==> src/rtl/fetch_stage.sv <==
// -----------------------------------------------------------------------------
// fetch_stage
// Instruction-fetch stage and IF/ID pipeline register of the RV32I core.
// Holds the fetch PC, issues instruction-memory requests over a req/ready
// handshake (ready qualifies rdata in the same cycle) and registers
// instruction, PC and PC+4 into decode. A one-entry buffer catches a word that
// arrives while decode is stalled; redirects that hit an outstanding request
// are parked in redirect_pc until the request completes.
//
// Optional feature: define FETCH_PERF_EN to add imem_wait_cnt, a saturating
// count of cycles with imem_req & !imem_ready.
//
// Ports
//   clk, rst_n            core clock (rising edge), async active-low reset
//   stall_f               hold the PC, do not issue a new request
//   stall_d               hold the IF/ID register
//   flush_d               replace IF/ID content with a bubble
//   pc_src_e, pc_target_e redirect from execute
//   imem_req, imem_addr   fetch request / address (combinational)
//   imem_ready, imem_rdata request accepted / instruction word
//   instr_d, pc_d, pc_plus4_d, valid_d  IF/ID register outputs
//   imem_wait_cnt         (FETCH_PERF_EN only) memory wait-cycle counter
// -----------------------------------------------------------------------------
module fetch_stage #(
  parameter logic [31:0] RESET_PC = 32'h0000_0000
) (
  input  logic        clk,
  input  logic        rst_n,
  input  logic        stall_f,
  input  logic        stall_d,
  input  logic        flush_d,
  input  logic        pc_src_e,
  input  logic [31:0] pc_target_e,
  output logic        imem_req,
  output logic [31:0] imem_addr,
  input  logic        imem_ready,
  input  logic [31:0] imem_rdata,
  output logic [31:0] instr_d,
  output logic [31:0] pc_d,
  output logic [31:0] pc_plus4_d,
  output logic        valid_d
`ifdef FETCH_PERF_EN
  ,
  output logic [31:0] imem_wait_cnt
`endif
);

  localparam int unsigned XLEN = 32;
  localparam logic [XLEN-1:0] NOP_INSTR = 32'h0000_0013;
  localparam logic [XLEN-1:0] PC_STEP   = 32'd4;

  typedef enum logic [2:0] {
    BOOT = 3'd0,
    RUN  = 3'd1,
    WAIT = 3'd2,
    DROP = 3'd3,
    FULL = 3'd4
  } state_t;

  state_t          state, state_nxt;
  logic [XLEN-1:0] pc_f, pc_f_nxt;
  logic [XLEN-1:0] redirect_pc, redirect_pc_nxt;
  logic [XLEN-1:0] buf_instr, buf_instr_nxt;
  logic [XLEN-1:0] instr_nxt, pc_d_nxt, pc_plus4_nxt;
  logic            valid_nxt;
  logic            deliver;
  logic [XLEN-1:0] deliver_word;
  logic [XLEN-1:0] pc_f_plus4;

  assign pc_f_plus4 = pc_f + PC_STEP;

  // Memory request: WAIT/DROP keep the outstanding request stable.
  always_comb begin
    imem_req = 1'b0;
    case (state)
      RUN:        imem_req = !stall_f;
      WAIT, DROP: imem_req = 1'b1;
      default:    imem_req = 1'b0;
    endcase
  end

  assign imem_addr = pc_f;

  // Next-state, PC, buffer and IF/ID update.
  always_comb begin
    state_nxt       = state;
    pc_f_nxt        = pc_f;
    redirect_pc_nxt = redirect_pc;
    buf_instr_nxt   = buf_instr;
    deliver         = 1'b0;
    deliver_word    = imem_rdata;
    instr_nxt       = instr_d;
    pc_d_nxt        = pc_d;
    pc_plus4_nxt    = pc_plus4_d;
    valid_nxt       = valid_d;

    case (state)
      BOOT: begin
        state_nxt = RUN;
        pc_f_nxt  = RESET_PC;
      end

      RUN, WAIT: begin
        if (pc_src_e) begin
          // A request that cannot complete now must finish before redirecting.
          if (!imem_req || imem_ready) begin
            pc_f_nxt  = pc_target_e;
            state_nxt = RUN;
          end else begin
            redirect_pc_nxt = pc_target_e;
            state_nxt       = DROP;
          end
        end else if (imem_req && imem_ready) begin
          if (!stall_d) begin
            deliver   = 1'b1;
            pc_f_nxt  = pc_f_plus4;
            state_nxt = RUN;
          end else begin
            buf_instr_nxt = imem_rdata;
            state_nxt     = FULL;
          end
        end else if (imem_req) begin
          state_nxt = WAIT;
        end else begin
          state_nxt = RUN;
        end
      end

      FULL: begin
        // PC was held while buffering, so pc_f is the buffered word's PC.
        deliver_word = buf_instr;
        if (pc_src_e) begin
          pc_f_nxt  = pc_target_e;
          state_nxt = RUN;
        end else if (!stall_d) begin
          deliver   = 1'b1;
          pc_f_nxt  = pc_f_plus4;
          state_nxt = RUN;
        end
      end

      DROP: begin
        // Newest redirect wins, including one arriving with the completion.
        if (pc_src_e) begin
          redirect_pc_nxt = pc_target_e;
        end
        if (imem_ready) begin
          pc_f_nxt  = pc_src_e ? pc_target_e : redirect_pc;
          state_nxt = RUN;
        end
      end

      default: begin
        state_nxt = BOOT;
      end
    endcase

    // IF/ID priority: flush > stall > delivery > bubble.
    if (flush_d) begin
      instr_nxt = NOP_INSTR;
      valid_nxt = 1'b0;
    end else if (stall_d) begin
      instr_nxt = instr_d;
      valid_nxt = valid_d;
    end else if (deliver) begin
      instr_nxt    = deliver_word;
      pc_d_nxt     = pc_f;
      pc_plus4_nxt = pc_f_plus4;
      valid_nxt    = 1'b1;
    end else begin
      instr_nxt = NOP_INSTR;
      valid_nxt = 1'b0;
    end
  end

  // State and datapath registers.
  always_ff @(posedge clk or negedge rst_n) begin
    if (!rst_n) begin
      state       <= BOOT;
      pc_f        <= RESET_PC;
      redirect_pc <= '0;
      buf_instr   <= NOP_INSTR;
      instr_d     <= NOP_INSTR;
      pc_d        <= '0;
      pc_plus4_d  <= '0;
      valid_d     <= 1'b0;
    end else begin
      state       <= state_nxt;
      pc_f        <= pc_f_nxt;
      redirect_pc <= redirect_pc_nxt;
      buf_instr   <= buf_instr_nxt;
      instr_d     <= instr_nxt;
      pc_d        <= pc_d_nxt;
      pc_plus4_d  <= pc_plus4_nxt;
      valid_d     <= valid_nxt;
    end
  end

`ifdef FETCH_PERF_EN
  // Saturating memory wait-cycle counter.
  always_ff @(posedge clk or negedge rst_n) begin
    if (!rst_n) begin
      imem_wait_cnt <= '0;
    end else if (imem_req && !imem_ready && (imem_wait_cnt != 32'hFFFF_FFFF)) begin
      imem_wait_cnt <= imem_wait_cnt + 32'd1;
    end
  end
`endif

endmodule
==> config.mk <==
export PLATFORM = sky130hd
export DESIGN_NAME = fetch_stage
export DESIGN_NICKNAME = d
export VERILOG_FILES = /design/src/rtl/fetch_stage.sv
export SDC_FILE = /design/constraint.sdc
export NUM_CORES = 1
export LEC_CHECK = 0
export ABC_AREA = 0
export CORE_AREA = 2 2 154 156
export CTS_CLUSTER_SIZE = 30
export DETAILED_ROUTE_END_ITERATION = 8
export DIE_AREA = 0 0 156 158
export HOLD_SLACK_MARGIN = 0.02
export PLACE_DENSITY_LB_ADDON = 0.15
export SETUP_SLACK_MARGIN = 0.1
export SLEW_MARGIN = 10
export SYNTH_ARGS = -nofsm -noshare
export SYNTH_HDL_FRONTEND = slang
export SYNTH_SLANG_ARGS = --single-unit
==> constraint.sdc <==
create_clock -name clk -period 2.3 [get_ports clk]
set_input_delay 0.46 -clock clk [delete_from_list [all_inputs] [get_ports clk]]
set_output_delay 0.46 -clock clk [all_outputs]
set_load 0.02 [all_outputs]
==> results summary <==
CTS saw 194 sinks. The nature of the critical path endpoint is an output pin. The routed wire length per instance is 17.9 um. The routed via count is just over 7000. The floorplan step set the die width to 156 um. Summed over all layers, the routed wires come to between 20000 and 25000 um. The maximum vdd ir drop came out at 0.525 mV. The run finished with clean final reports. The number of placement rows came out at between 50 and 60.

Cell internal power was estimated by the tool at around 7800 uW. The cell total after placement came out at between 1000 and 1500. Summing internal, switching and leakage power gives roughly 12000 uW.

The total routing usage reported by global routing came out at roughly a fifth. Among all flip-flop cells after synthesis, the most frequent one is sky130_fd_sc_hd__dfrtp_1. The layout has slightly above 2000 filler cells. The area growth from synthesis to layout came out at 37.0%.

The static power due to leakage is ~0.0051 uW. The smallest clock period supported by the final layout is computed as 2.13 ns. The path with the worst hold slack has its endpoint at instr_d[17].

The mean post-synth cell area is about 11 um^2. The cell depth of the worst min-delay path came out at 2. For the worst flop-to-flop path, the logic depth is 5. The fraction of final layout cells with drive strength greater than 1 is 18.2%. The combined buffer and inverter count along the critical path is 2. The max capacitance violation total is 0. The register-to-register path setup slack came out at 0.26 ns.

For the worst setup path, the data arrival time is approximately 1.7 ns. The initial antenna violation count is 0. TritonCTS built the clock tree. The starting density of the core came out at between 30 and 40%.

The power density relative to cell area is ~950 nW/um^2. For this run, asynchronously set or reset flops after synthesis account for 100%. The part of the cycle the worst path needs came out at between 90 and 100%.

Along the worst path, the maximum fanout reaches 8. The tree is rooted in a sky130_fd_sc_hd__clkbuf_16. The kind of start point of the critical path is a flop. In this run switching power makes up 34.1% of total power.

The highest cell delay on the worst timing path is around 0.61 ns. The achievable frequency came out at 0.470 GHz. The source of the worst register-to-register timing path is state[2].

The net switching power came out at 4020 uW. Across the routed clock network, the largest skew measured is 0.0145 ns. The fraction of power consumed by the clock network is between 20% and 30%. The number of max-slew violations in the final report came out at 0.

In this run, the number of DRC markers left after iteration 0 of detailed routing was about 270. The post-CTS setup buffer count came out at 0. The largest individual stage delay along the critical path comes from the cell sky130_fd_sc_hd__clkdlybuf4s50_1.

Detailed placement finished with a half-perimeter wire length of 16800 um. The worst hold slack came out at around 0.48 ns. During I/O placement, the number of pins put on the boundary was 201. The final hold violation count is 0. In this run the worst setup path begins at imem_addr[19]. The family of cells with the greatest summed delay on the critical path is buffers and inverters. In this run the critical register-to-register path is captured at pc_d[27].

TritonCTS created 17 clock buffers. The number of design rule violations left after detail routing came out at 0. In this run, the combinational gates consume around a third of the power. The global-route wire length before repair is around 38000 um. The clock slew seen by the registers of the worst setup and hold paths is ~0.08 ns. The die covers roughly 25000 um^2. The diode insertion count for antenna repair came out at 0.

The signal on the critical path passes through buf_4 -> clkdlybuf4s50_1. The number of instances in the synthesized netlist came out at around 810. The number of iterations in the first detailed-routing pass is 5. The clock latency of the later-clocked register in the worst-skew pair came out at 0.43 ns. The netlist uses between 60 and 70 different library cells. The routability congestion estimate from global placement is 0.799. The number of global-route vias before repair is ~7000. Setup repair after global routing left no endpoint under its margin. The number of synthesized flops with an enable pin came out at 0. The net count of the mapped netlist is 885. The data required time at the worst endpoint is approximately 1.8 ns. The number of port buffers came out at 200. Entering global routing, the biggest net connects between 50 and 60 pins. The yosys synthesis warning count is 0.

The startpoint identified for the worst hold timing path is instr_d[17]. The type of the worst min-delay path is flop to flop. The setup violation total in the final timing report came out at 0.

The remaining antenna violation count after routing is 0. The floorplan core area is between 20000 and 25000 um^2. The final-layout setup total negative slack is 0 ns. The critical path is of the flop to output pin type. The H-tree generated during clock tree synthesis spans 4 levels. The end-of-flow core utilization came out at 54.2%. The count of state elements after synthesis is ~190. The maximum buffer depth of the clock tree is 2. The total overflow left after global routing is 0. The worst pin sits at a relative slew slack of about two thirds. The y dimension of the die is 158 um.

The slew of the pin with the lowest slew margin came out at 0.513 ns. For this run, the number of standard cells in the final layout without fillers is 1338. Of the total power, registers draw between 40% and 50%.

The cell area that synthesis handed to floorplanning was around 9100 um^2. The fraction of the yosys area taken by sequential cells came out at ~53%. The number of nets in the layout is between 1000 and 1500.

The detailed-route vias per instance is about 5.3.
worst max path at each step:
stage / endpoint / slack [ns] / cells past startpoint
after detailed placement: imem_req / -0.12 / 5
final: imem_addr[19] / 0.17 / 2
after floorplan: imem_addr[18] / 0.14 / 7
after CTS: imem_addr[6] / 0.16 / 1
after global routing: pc_d[15] / 0.11 / 5
after global placement: imem_req / -0.15 / 5
area by class of cell:
class	count	area [um^2]	area share (%)
sequential	194	4860	39.0
multi-input combinational	542	3930	31.5
timing repair buffer	266	2710	21.7
clock buffer	18	439	3.52
tap	290	363	2.91
clock inverter	13	123	0.982
inverter	15	56.3	0.451
placed cells by master, fill, tap and decap left out, types with 12 or more instances in the layout:
| cell | n |
|---|---|
| sky130_fd_sc_hd__mux2_1 | 27 |
| sky130_fd_sc_hd__dfrtp_1 | 186 |
| sky130_fd_sc_hd__clkbuf_16 | 17 |
| sky130_fd_sc_hd__nand2_1 | 88 |
| sky130_fd_sc_hd__buf_12 | 17 |
| sky130_fd_sc_hd__clkdlybuf4s50_1 | 198 |
| sky130_fd_sc_hd__xnor2_1 | 20 |
| sky130_fd_sc_hd__o21ai_0 | 86 |
| sky130_fd_sc_hd__mux2i_1 | 29 |
| sky130_fd_sc_hd__o31a_1 | 13 |
| sky130_fd_sc_hd__mux2_2 | 65 |
| sky130_fd_sc_hd__buf_4 | 48 |
| sky130_fd_sc_hd__a21oi_1 | 26 |
| sky130_fd_sc_hd__nor3_1 | 14 |
| sky130_fd_sc_hd__a22oi_1 | 15 |
| sky130_fd_sc_hd__inv_1 | 12 |
| sky130_fd_sc_hd__o21ai_1 | 18 |
| sky130_fd_sc_hd__nor2_1 | 21 |
through the flow:
stage	cell area, um^2	setup WS [ns]
floorplan	9110	0.136
CTS	12500	0.160
global placement	11900	-0.149
detailed placement	11900	-0.119
finish	12500	0.173
global route	12500	0.113
flip-flops by register name (all words and copies together) (netlist names):
register,cells
valid_d,1
pc_plus4_d,30
pc_d,32
buf_instr,32
instr_d,32
imem_addr,32
state,3
redirect_pc,32
cells by family (layout without fill, tap and decap cells):
| family | after synthesis | in the layout | synth area share, % |
|---|---|---|---|
| compound gates | 211 | 211 | 14.5 |
| flops | 194 | 194 | 53.3 |
| simple gates | 180 | 180 | 10.6 |
| mux | 121 | 121 | 14.6 |
| buf+inv | 77 | 312 | 4.13 |
| xor+xnor | 29 | 29 | 2.79 |
| fa+ha+maj | 1 | 1 | 0.137 |
tightest hold or removal path, delay by kind of cell, from the launching register on:
family / cells / cell delay [ns]
AOI/OAI and AO/OA: 1 / 0.06
and+or+nand+nor: 1 / 0.05
DFF: 1 / 0.34
Yosys cell counts (11+ instances only):
master | n | area (um^2)
sky130_fd_sc_hd__o22ai_1 | 11 | 68.8
sky130_fd_sc_hd__nor3_1 | 14 | 70.1
sky130_fd_sc_hd__clkbuf_1 | 21 | 78.8
sky130_fd_sc_hd__buf_2 | 28 | 140
sky130_fd_sc_hd__a22oi_1 | 15 | 113
sky130_fd_sc_hd__inv_1 | 12 | 45.0
sky130_fd_sc_hd__mux2i_1 | 29 | 290
sky130_fd_sc_hd__o31a_1 | 13 | 114
sky130_fd_sc_hd__a21oi_1 | 26 | 130
sky130_fd_sc_hd__o21ai_0 | 86 | 430
sky130_fd_sc_hd__a221oi_1 | 11 | 96.3
sky130_fd_sc_hd__o21ai_1 | 19 | 95.1
sky130_fd_sc_hd__nor2_1 | 21 | 78.8
sky130_fd_sc_hd__mux2_1 | 27 | 304
sky130_fd_sc_hd__xnor2_1 | 20 | 175
sky130_fd_sc_hd__mux2_2 | 65 | 732
sky130_fd_sc_hd__nand2_1 | 88 | 330
sky130_fd_sc_hd__dfrtp_1 | 188 | 4700
power groups by stage:
stage	Sequential (uW)	Clock (uW)	Combinational [uW]
final	4890	2880	4040
after global routing	5020	3090	4380
after CTS	4890	2960	4100
after detailed placement	4950	0	4080
after global placement	4940	0	4030
after floorplan	5540	0	1420
what timing repair did:
item,in CTS,in global routing
endpoints found under the setup margin,1,2
hold endpoints to repair,7,0
hold buffers,1,0
resized for setup,2,4
layer usage:
metal | vias to the layer above | wire, um | GRT usage, %
met5 | - | 0 | 0
met4 | 0 | 119 | 3.49
met3 | 8 | 1300 | 4.74
met2 | 177 | 11100 | 31.9
met1 | 3483 | 11300 | 27.7
li1 | 3375 | - | -
Power figures use the tool's default switching activity.
